**config.mk**
```make
export PLATFORM = sky130hd
export DESIGN_NAME = mips_multicycle_control
export DESIGN_NICKNAME = d
export VERILOG_FILES = /design/src/rtl/mips_ctrl_pkg.sv /design/src/rtl/mips_ctrl_outdec.sv /design/src/rtl/mips_multicycle_control.sv
export SDC_FILE = /design/constraint.sdc
export NUM_CORES = 1
export LEC_CHECK = 0
export CAP_MARGIN = 20
export CORE_MARGIN = 4
export CORE_UTILIZATION = 40
export DETAILED_ROUTE_END_ITERATION = 10
export HOLD_SLACK_MARGIN = 0.02
export PLACE_DENSITY = 0.79
export SYNTH_ARGS = -nofsm -noshare
export SYNTH_HDL_FRONTEND = slang
export SYNTH_SLANG_ARGS = --single-unit
```
**constraint.sdc**
```tcl
create_clock -name clk -period 2.1 [get_ports clk]
set_input_delay 0.63 -clock clk [delete_from_list [all_inputs] [get_ports clk]]
set_output_delay 0.63 -clock clk [all_outputs]
set_load 0.02 [all_outputs]
```
**src/rtl/mips_ctrl_pkg.sv**
```systemverilog
// Shared definitions for the multicycle MIPS main control FSM.
// Holds opcode constants, FSM state encodings, the ALUOp class codes
// (also consumed by the ALU control stage) and the datapath mux select codes.
package mips_ctrl_pkg;

    // Instruction opcodes, IR[31:26]
    localparam logic [5:0] OP_RTYPE = 6'b000000;
    localparam logic [5:0] OP_LW    = 6'b100011;
    localparam logic [5:0] OP_SW    = 6'b101011;
    localparam logic [5:0] OP_BEQ   = 6'b000100;
    localparam logic [5:0] OP_ADDI  = 6'b001000;
    localparam logic [5:0] OP_ANDI  = 6'b001100;
    localparam logic [5:0] OP_ORI   = 6'b001101;
    localparam logic [5:0] OP_J     = 6'b000010;

    // ALU operation classes handed to the ALU control stage
    localparam logic [3:0] ALUOP_ADD   = 4'b0000;
    localparam logic [3:0] ALUOP_SUB   = 4'b0001;
    localparam logic [3:0] ALUOP_FUNCT = 4'b0010;
    localparam logic [3:0] ALUOP_AND   = 4'b0011;
    localparam logic [3:0] ALUOP_OR    = 4'b0100;

    // ALU B operand select
    localparam logic [1:0] SRCB_REGB   = 2'b00;
    localparam logic [1:0] SRCB_FOUR   = 2'b01;
    localparam logic [1:0] SRCB_EXT    = 2'b10;
    localparam logic [1:0] SRCB_BRANCH = 2'b11;

    // PC source select
    localparam logic [1:0] PCSRC_ALU    = 2'b00;
    localparam logic [1:0] PCSRC_ALUOUT = 2'b01;
    localparam logic [1:0] PCSRC_JUMP   = 2'b10;

    // FSM states; encodings 14 and 15 are unreachable
    typedef enum logic [3:0] {
        ST_FETCH   = 4'd0,
        ST_DECODE  = 4'd1,
        ST_MEMADR  = 4'd2,
        ST_MEMRD   = 4'd3,
        ST_MEMWB   = 4'd4,
        ST_MEMWR   = 4'd5,
        ST_RTYPEEX = 4'd6,
        ST_RTYPEWB = 4'd7,
        ST_BEQEX   = 4'd8,
        ST_ADDIEX  = 4'd9,
        ST_ANDIEX  = 4'd10,
        ST_ORIEX   = 4'd11,
        ST_IMMWB   = 4'd12,
        ST_JEX     = 4'd13
    } state_e;

    // True for every opcode this control unit knows how to sequence
    function automatic logic is_known_op(input logic [5:0] op);
        logic known;
        case (op)
            OP_RTYPE, OP_LW, OP_SW, OP_BEQ,
            OP_ADDI, OP_ANDI, OP_ORI, OP_J: known = 1'b1;
            default:                        known = 1'b0;
        endcase
        return known;
    endfunction

endpackage

```
**src/rtl/mips_ctrl_outdec.sv**
```systemverilog
// Combinational state-to-outputs decoder for the multicycle MIPS control FSM.
// Ports:
//   rst       - synchronous reset; while high every output is forced to 0
//   state     - current FSM state register
//   MemReady  - memory handshake; only qualifies IRWrite/PCWrite in FETCH
//   remaining - datapath enables, mux selects and ALUOp (see top header)
module mips_ctrl_outdec
    import mips_ctrl_pkg::*;
#(
    parameter int ALUOP_W = 4
) (
    input  logic               rst,
    input  logic [3:0]         state,
    input  logic               MemReady,
    output logic               PCWrite,
    output logic               PCWriteCond,
    output logic               IorD,
    output logic               MemRead,
    output logic               MemWrite,
    output logic               IRWrite,
    output logic               MemtoReg,
    output logic               RegDst,
    output logic               RegWrite,
    output logic               ALUSrcA,
    output logic [1:0]         ALUSrcB,
    output logic               ExtZero,
    output logic [1:0]         PCSource,
    output logic [ALUOP_W-1:0] ALUOp
);

    logic       pc_write_s;
    logic       pc_write_cond_s;
    logic       i_or_d_s;
    logic       mem_read_s;
    logic       mem_write_s;
    logic       ir_write_s;
    logic       mem_to_reg_s;
    logic       reg_dst_s;
    logic       reg_write_s;
    logic       alu_src_a_s;
    logic [1:0] alu_src_b_s;
    logic       ext_zero_s;
    logic [1:0] pc_source_s;
    logic [3:0] alu_op_s;

    // Decode the datapath controls for the current state
    always_comb begin
        pc_write_s      = 1'b0;
        pc_write_cond_s = 1'b0;
        i_or_d_s        = 1'b0;
        mem_read_s      = 1'b0;
        mem_write_s     = 1'b0;
        ir_write_s      = 1'b0;
        mem_to_reg_s    = 1'b0;
        reg_dst_s       = 1'b0;
        reg_write_s     = 1'b0;
        alu_src_a_s     = 1'b0;
        alu_src_b_s     = SRCB_REGB;
        ext_zero_s      = 1'b0;
        pc_source_s     = PCSRC_ALU;
        alu_op_s        = ALUOP_ADD;
        case (state)
            ST_FETCH: begin
                mem_read_s  = 1'b1;
                alu_src_b_s = SRCB_FOUR;
                // IR and PC load only on the cycle the fetch actually completes
                ir_write_s  = MemReady;
                pc_write_s  = MemReady;
            end
            ST_DECODE: begin
                alu_src_b_s = SRCB_BRANCH;
            end
            ST_MEMADR: begin
                alu_src_a_s = 1'b1;
                alu_src_b_s = SRCB_EXT;
            end
            ST_MEMRD: begin
                mem_read_s = 1'b1;
                i_or_d_s   = 1'b1;
            end
            ST_MEMWB: begin
                reg_write_s  = 1'b1;
                mem_to_reg_s = 1'b1;
            end
            ST_MEMWR: begin
                mem_write_s = 1'b1;
                i_or_d_s    = 1'b1;
            end
            ST_RTYPEEX: begin
                alu_src_a_s = 1'b1;
                alu_op_s    = ALUOP_FUNCT;
            end
            ST_RTYPEWB: begin
                reg_write_s = 1'b1;
                reg_dst_s   = 1'b1;
            end
            ST_BEQEX: begin
                alu_src_a_s     = 1'b1;
                alu_op_s        = ALUOP_SUB;
                pc_write_cond_s = 1'b1;
                pc_source_s     = PCSRC_ALUOUT;
            end
            ST_ADDIEX: begin
                alu_src_a_s = 1'b1;
                alu_src_b_s = SRCB_EXT;
            end
            ST_ANDIEX: begin
                alu_src_a_s = 1'b1;
                alu_src_b_s = SRCB_EXT;
                ext_zero_s  = 1'b1;
                alu_op_s    = ALUOP_AND;
            end
            ST_ORIEX: begin
                alu_src_a_s = 1'b1;
                alu_src_b_s = SRCB_EXT;
                ext_zero_s  = 1'b1;
                alu_op_s    = ALUOP_OR;
            end
            ST_IMMWB: begin
                reg_write_s = 1'b1;
            end
            ST_JEX: begin
                pc_write_s  = 1'b1;
                pc_source_s = PCSRC_JUMP;
            end
            default: begin
                // unreachable encodings keep every control inactive
                pc_write_s = 1'b0;
            end
        endcase
    end

    // Reset gates the outputs immediately so no write can leak through
    assign PCWrite     = ~rst & pc_write_s;
    assign PCWriteCond = ~rst & pc_write_cond_s;
    assign IorD        = ~rst & i_or_d_s;
    assign MemRead     = ~rst & mem_read_s;
    assign MemWrite    = ~rst & mem_write_s;
    assign IRWrite     = ~rst & ir_write_s;
    assign MemtoReg    = ~rst & mem_to_reg_s;
    assign RegDst      = ~rst & reg_dst_s;
    assign RegWrite    = ~rst & reg_write_s;
    assign ALUSrcA     = ~rst & alu_src_a_s;
    assign ALUSrcB     = rst ? 2'b00 : alu_src_b_s;
    assign ExtZero     = ~rst & ext_zero_s;
    assign PCSource    = rst ? 2'b00 : pc_source_s;
    assign ALUOp       = rst ? '0 : ALUOP_W'(alu_op_s);

endmodule

```
**src/rtl/mips_multicycle_control.sv**
```systemverilog
// Main control FSM of the multicycle MIPS CPU.
// Sequences fetch / decode / execute / memory / writeback and drives the
// datapath enables, mux selects and the ALUOp class for the ALU control stage.
// Ports:
//   clk, rst          - rising-edge clock, synchronous active-high reset
//   Op                - instruction opcode IR[31:26], valid from DECODE onward
//   MemReady          - memory finished the current access this cycle
//   PCWrite..ALUOp    - datapath controls (Moore, except IRWrite/PCWrite in FETCH)
//   IllegalOp         - sticky flag set when an unknown opcode is decoded
module mips_multicycle_control
    import mips_ctrl_pkg::*;
#(
    parameter int ALUOP_W = 4
) (
    input  logic               clk,
    input  logic               rst,
    input  logic [5:0]         Op,
    input  logic               MemReady,
    output logic               PCWrite,
    output logic               PCWriteCond,
    output logic               IorD,
    output logic               MemRead,
    output logic               MemWrite,
    output logic               IRWrite,
    output logic               MemtoReg,
    output logic               RegDst,
    output logic               RegWrite,
    output logic               ALUSrcA,
    output logic [1:0]         ALUSrcB,
    output logic               ExtZero,
    output logic [1:0]         PCSource,
    output logic [ALUOP_W-1:0] ALUOp,
    output logic               IllegalOp
);

    state_e state_r;
    state_e next_state_s;
    logic   illegal_r;
    logic   set_illegal_s;

    assign set_illegal_s = (state_r == ST_DECODE) && !is_known_op(Op);

    // State register and sticky illegal-opcode flag
    always_ff @(posedge clk) begin
        if (rst) begin
            state_r   <= ST_FETCH;
            illegal_r <= 1'b0;
        end else begin
            state_r   <= next_state_s;
            illegal_r <= illegal_r | set_illegal_s;
        end
    end

    // Next-state selection
    always_comb begin
        next_state_s = ST_FETCH;
        case (state_r)
            ST_FETCH:   next_state_s = MemReady ? ST_DECODE : ST_FETCH;
            ST_DECODE: begin
                case (Op)
                    OP_LW,
                    OP_SW:    next_state_s = ST_MEMADR;
                    OP_RTYPE: next_state_s = ST_RTYPEEX;
                    OP_BEQ:   next_state_s = ST_BEQEX;
                    OP_ADDI:  next_state_s = ST_ADDIEX;
                    OP_ANDI:  next_state_s = ST_ANDIEX;
                    OP_ORI:   next_state_s = ST_ORIEX;
                    OP_J:     next_state_s = ST_JEX;
                    default:  next_state_s = ST_FETCH;
                endcase
            end
            ST_MEMADR: begin
                // Op is stable here; anything other than lw/sw falls back to FETCH
                case (Op)
                    OP_LW:   next_state_s = ST_MEMRD;
                    OP_SW:   next_state_s = ST_MEMWR;
                    default: next_state_s = ST_FETCH;
                endcase
            end
            ST_MEMRD:   next_state_s = MemReady ? ST_MEMWB : ST_MEMRD;
            ST_MEMWB:   next_state_s = ST_FETCH;
            ST_MEMWR:   next_state_s = MemReady ? ST_FETCH : ST_MEMWR;
            ST_RTYPEEX: next_state_s = ST_RTYPEWB;
            ST_RTYPEWB: next_state_s = ST_FETCH;
            ST_BEQEX:   next_state_s = ST_FETCH;
            ST_ADDIEX:  next_state_s = ST_IMMWB;
            ST_ANDIEX:  next_state_s = ST_IMMWB;
            ST_ORIEX:   next_state_s = ST_IMMWB;
            ST_IMMWB:   next_state_s = ST_FETCH;
            ST_JEX:     next_state_s = ST_FETCH;
            default:    next_state_s = ST_FETCH;
        endcase
    end

    // Output decode from the state register
    mips_ctrl_outdec #(
        .ALUOP_W (ALUOP_W)
    ) u_outdec (
        .rst         (rst),
        .state       (state_r),
        .MemReady    (MemReady),
        .PCWrite     (PCWrite),
        .PCWriteCond (PCWriteCond),
        .IorD        (IorD),
        .MemRead     (MemRead),
        .MemWrite    (MemWrite),
        .IRWrite     (IRWrite),
        .MemtoReg    (MemtoReg),
        .RegDst      (RegDst),
        .RegWrite    (RegWrite),
        .ALUSrcA     (ALUSrcA),
        .ALUSrcB     (ALUSrcB),
        .ExtZero     (ExtZero),
        .PCSource    (PCSource),
        .ALUOp       (ALUOp)
    );

    assign IllegalOp = ~rst & illegal_r;

endmodule

```
==> flow_metrics.tcl, run 1 <==
set metrics [dict create \
    power.total_w 0.000353 \
    drt_first_pass_iters 4 \
    worst_hold_slack_ps 500 \
    layout_common_cells "buf_4, nor2_1, clkdlybuf4s15_2" \
    dp_hpwl_mm 1.65 \
    finish.utilization_pct 78.0 \
    cp_data_required_time_ps 1470 \
    finalHoldViolations 0 \
    yosys.cell_types.count 38 \
    fp.coreArea_sq_um 1370 \
    diodes 0 \
    fin_area_sq_um 1070 \
    cts.path.max_buffers 2 \
    synthArstFlopShare_pct 0 \
    cts_buffers 3 \
    nets 150 \
    syn_nets 104 \
    clk_pin_slew_ps 40 \
    root_buffer "clkbuf_4" \
    ys_seq_area_share_pct 16.3 \
    drtIter0Drc 11 \
    drc_errors 0 \
    maxCapViolCount 0 \
    routed_wl_mm 2.09 \
    rows 13 \
    syn_area_sq_um 614 \
    syn_avg_cell_area_sq_um 6.47 \
    outcome "finished, final reports clean" \
    first_global_vias 795 \
    synth_edf_count 0 \
    yosysWarnings 0 \
    grt_pass1_wl_mm 3.28 \
    fp.dieH_microns 47.2 \
    ir_worst_vdd_v 0.000289 \
    final_common_cell "buf_4" \
    cts_tree "done" \
    die_width_microns 47.2 \
    io_buffers 27 \
    fin_worst_skew_ps 3.34 \
    io_pins 29 \
    place_area_sq_um 1050 \
    place.gp.congestion 0.881 \
    htree_levels 1 \
    critPathMaxFanout 5 \
    drive_above_1_share_pct 40.7 \
    period_needed_ps 2060 \
    synth_seq_cells 5 \
    via_per_inst 5.68 \
    dp_worst_setup_slack_ps -781 \
    cts_setup_buffers 0 \
    worst_setup_path_start_kind "input port" \
    endpoint_kind "output pin" \
    synth_cells 95 \
    maxSlewViolCount 0 \
    finalCritPeriodShare_pct 98.0 \
    worst_slack_ps 42.3 \
    power.leakage_nw 0.454 \
    grt_antenna_before_repair 0 \
    critPathKind "input port to output pin" \
    grt-ovfl-total 0 \
    ctsHoldBuffers 0 \
    arrival_ps 1430 \
    area_growth_pct 73.5 \
    drt-wirelength-per-cell_microns 13.5 \
    setup_violations 0 \
    track_usage_pct 20.7 \
    die-area_sq_um 2230 \
    ctsResizeCount 63 \
    fmaxAchievable_mhz 486 \
    hold_class "register to register" \
    grt_max_degree 12 \
    clock_latency_ps 240 \
    powerDensity_nw_per_um2 331 \
    start_util_pct 45.0 \
    ys.flop_type "dfxtp_1" \
    drtAntennaViolNets 0 \
    vias 880 \
    cts.sinks 5 \
]
==> worst max-delay path: stages <==
cell	delay, ps
buf_2	140
nor2_2	130
nand2_2	110
nor3_4	130
clkdlybuf4s15_2	280
==> flip-flops by register name (all words and copies together) (netlist names) <==
name	cells
state_r	4
illegal_r	1
==> layout make-up <==
type,count,area [sq um]
fill,104,300
multi-input combinational,80,508
sequential,5,104
timing repair buffer,48,398
inverter,3,11.3
tap,15,18.8
clock buffer,4,26.3
==> worst paths after layout <==
path / startpoint / end / slack (ps) / cells past startpoint
worst max register to register: state_r[3] / state_r[1] / 420 / 5
worst min-delay path: illegal_r / illegal_r / 500 / 2
worst max-delay path: rst / PCSource[0] / 40 / 5
worst min register to register: illegal_r / illegal_r / 500 / 2
==> per-layer routing <==
metal	GRT usage (%)	up-vias	share of wire (%)
met2	36.6	33	53
li1	-	425	-
met4	7.73	0	1.2
met1	24.1	418	39
met5	0	-	0
met3	4.60	4	6.5
==> cell usage after synthesis (all sizes together) (3+ instances only) <==
library cell	n	area, sq um
nor2	17	63.8
nor3	7	35.0
o21ai	7	35.0
nand2	6	22.5
a21oi	5	28.8
dfxtp	5	100
buf	4	25.0
nor2b	4	25.0
and2	3	18.8
clkbuf	3	11.3
inv	3	11.3
nor3b	3	22.5
==> cells by family (layout without fill, tap and decap cells) <==
logic type / count (synthesis) / in the layout / share of synthesized area [%]
multiplexers: 1 / 1 / 1.63
AO/OA/AOI/OAI: 23 / 23 / 25.5
buffers and inverters: 10 / 55 / 7.74
other: 1 / 1 / 0.610
AND/OR/NAND/NOR: 52 / 52 / 44.0
flip-flops: 5 / 5 / 16.3
XOR/XNOR: 3 / 3 / 4.28
==> per-stage QoR <==
step                      setup TNS [ps]  std cells
after floorplan                    -2.75         95
after global placement            -12090        151
after detailed placement          -12620        151
after CTS                              0        155
after global routing               -8.33        155
final                                  0        155
==> power by group <==
group          internal [W]  switching, W  total (W)  leakage [nW]
Clock             0.0000719     0.0000405   0.000112        0.0150
Combinational     0.0000672     0.0000670   0.000134         0.397
Sequential         0.000100    0.00000582   0.000106        0.0421
(Power assumes the default switching activity.)
==> inputs of run 2 (changes only) <==
- RECOVER_POWER: default -> 25
==> flow_metrics.tcl, run 2 (synthesis results as in run 1) <==
set metrics [dict create \
    cts_buffers 3 \
    io_buffers 27 \
    nFillCells 107 \
    critPathMaxFanout 5 \
    rows 13 \
    final_common_cell "buf_4" \
    slowest_stage "clkdlybuf4s15_2" \
    regArea_sq_um 104 \
    maxCapViolCount 0 \
    die-area_sq_um 2230 \
    r2r_start "state_r[3]" \
    multi_input_area_sq_um 508 \
    period_needed_ps 2060 \
    dp_worst_setup_slack_ps -781 \
    drtIter0Drc 11 \
    post-place-cells 151 \
    r2r_cells 5 \
    hold_path_depth 2 \
    stdcell_count 155 \
    finalCritPeriodShare_pct 98.0 \
    r2r_slack_ps 420 \
    dp_hpwl_mm 1.65 \
    power.leakage_nw 0.446 \
    grt_antenna_before_repair 0 \
    via_per_inst 5.52 \
    die_width_microns 47.2 \
    htree_levels 1 \
    finish.utilization_pct 77.7 \
    endpoint_kind "output pin" \
    cts.sinks 5 \
    maxSlewViolCount 0 \
    max_stage_delay_ps 310 \
    root_buffer "clkbuf_4" \
    rr_endpoint "state_r[1]" \
    setup_tns_ps 0 \
    drtAntennaViolNets 0 \
    drt_first_pass_iters 4 \
    clk_pin_slew_ps 40 \
    io_pins 29 \
    drc_errors 0 \
    fp.coreArea_sq_um 1370 \
    arrival_ps 1430 \
    finalHoldViolations 0 \
    first_global_vias 795 \
    cts_tree "done" \
    drive_above_1_share_pct 39.3 \
    worst_slack_ps 41.8 \
    cp_data_required_time_ps 1470 \
    area_growth_pct 72.7 \
    largest_reg_flops 4 \
    setup_violations 0 \
    fmaxAchievable_mhz 486 \
    hold_class "register to register" \
    critPathKind "input port to output pin" \
    place.gp.congestion 0.881 \
    diodes 0 \
    cp_top_family "buffers and inverters" \
    outcome "finished, final reports clean" \
    holdPathEnd "illegal_r" \
    layout_common_cells "buf_4, nor2_1, clkdlybuf4s15_2" \
    regMostFlops "state_r" \
    vias 856 \
    clock_latency_ps 240 \
    grt_max_degree 12 \
    largestRegisters "state_r: 4 flops, illegal_r: 1 flops" \
    cts_setup_buffers 0 \
    worst_setup_path_start_kind "input port" \
    min_from "illegal_r" \
    path_cells "buf_2 -> buf_4 -> nor4_1 -> clkdlybuf4s15_2" \
    routed_wl_mm 2.08 \
    fin_worst_skew_ps 3.57 \
    ir_worst_vdd_v 0.000290 \
    nets 150 \
    start_util_pct 45.0 \
    cts.path.max_buffers 2 \
    powerDensity_nw_per_um2 331 \
    cp_num_buf_inv 3 \
    track_usage_pct 20.7 \
    grt_pass1_wl_mm 3.28 \
    fp.dieH_microns 47.2 \
    drt-wirelength-per-cell_microns 13.4 \
    grt-ovfl-total 0 \
    ctsHoldBuffers 0 \
]
-- run 2: changes by cell type in the layout (fill, tap and decap cells not counted) --
cell | before | now
dlygate4sd3_1 | 0 | 1
clkbuf_2 | 5 | 4
and2_1 | 3 | 2
clkdlybuf4s50_1 | 6 | 5
and2_0 | 0 | 1
buf_4 | 21 | 20
clkbuf_1 | 1 | 3
-- run 2: what timing repair did --
action                                  CTS  global route
resized for setup                        63            12
endpoints found under the setup margin   19             9
endpoints found under the hold margin     0             0
-- run 2: final cells by class --
class / count / area share, %
sequential: 5 / 9.79
multi-input combinational: 80 / 47.9
tap: 15 / 1.77
timing repair buffer: 48 / 37.0
clock buffer: 4 / 2.48
inverter: 3 / 1.06
-- run 2: metal layers --
metal	vias up	share of wire [%]	global-route usage, %
li1	423	-	-
met1	390	39	24.1
met2	39	53	36.6
met3	4	7.2	4.60
met4	0	1.2	7.73
met5	-	0	0
-- run 2: worst max-delay path by stage --
stage                from  cells past startpoint     endpoint
3_3_place_gp          rst                      5      PCWrite
6_report              rst                      4   ALUSrcB[0]
4_1_cts        state_r[3]                      6      ALUSrcA
3_5_place_dp          rst                      5      PCWrite
5_1_grt               rst                      5  PCSource[0]
2_1_floorplan         rst                      5  PCSource[0]
-- run 2: report_power, final --
part / total [W] / internal (W) / leakage, nW / switching, W
Sequential: 0.000106 / 0.000100 / 0.0421 / 0.00000576
Combinational: 0.000132 / 0.0000654 / 0.389 / 0.0000669
Clock: 0.000113 / 0.0000719 / 0.0150 / 0.0000413
-- run 2: through the flow --
step | hold slack (ps) | cell area, sq um | total power (W)
4_1_cts | 502 | 1080 | 0.000353
3_3_place_gp | 494 | 1050 | 0.000239
5_1_grt | 527 | 1060 | 0.000369
3_5_place_dp | 496 | 1050 | 0.000242
2_1_floorplan | 476 | 637 | 0.000173
6_report | 500 | 1060 | 0.000352
-- run 2: worst register-to-register path: stages, from the launching register on --
cell and delay (ps):
dfxtp_1 300, buf_4 170, or3_4 390, or3_1 410, o32a_1 210, a21oi_2 130
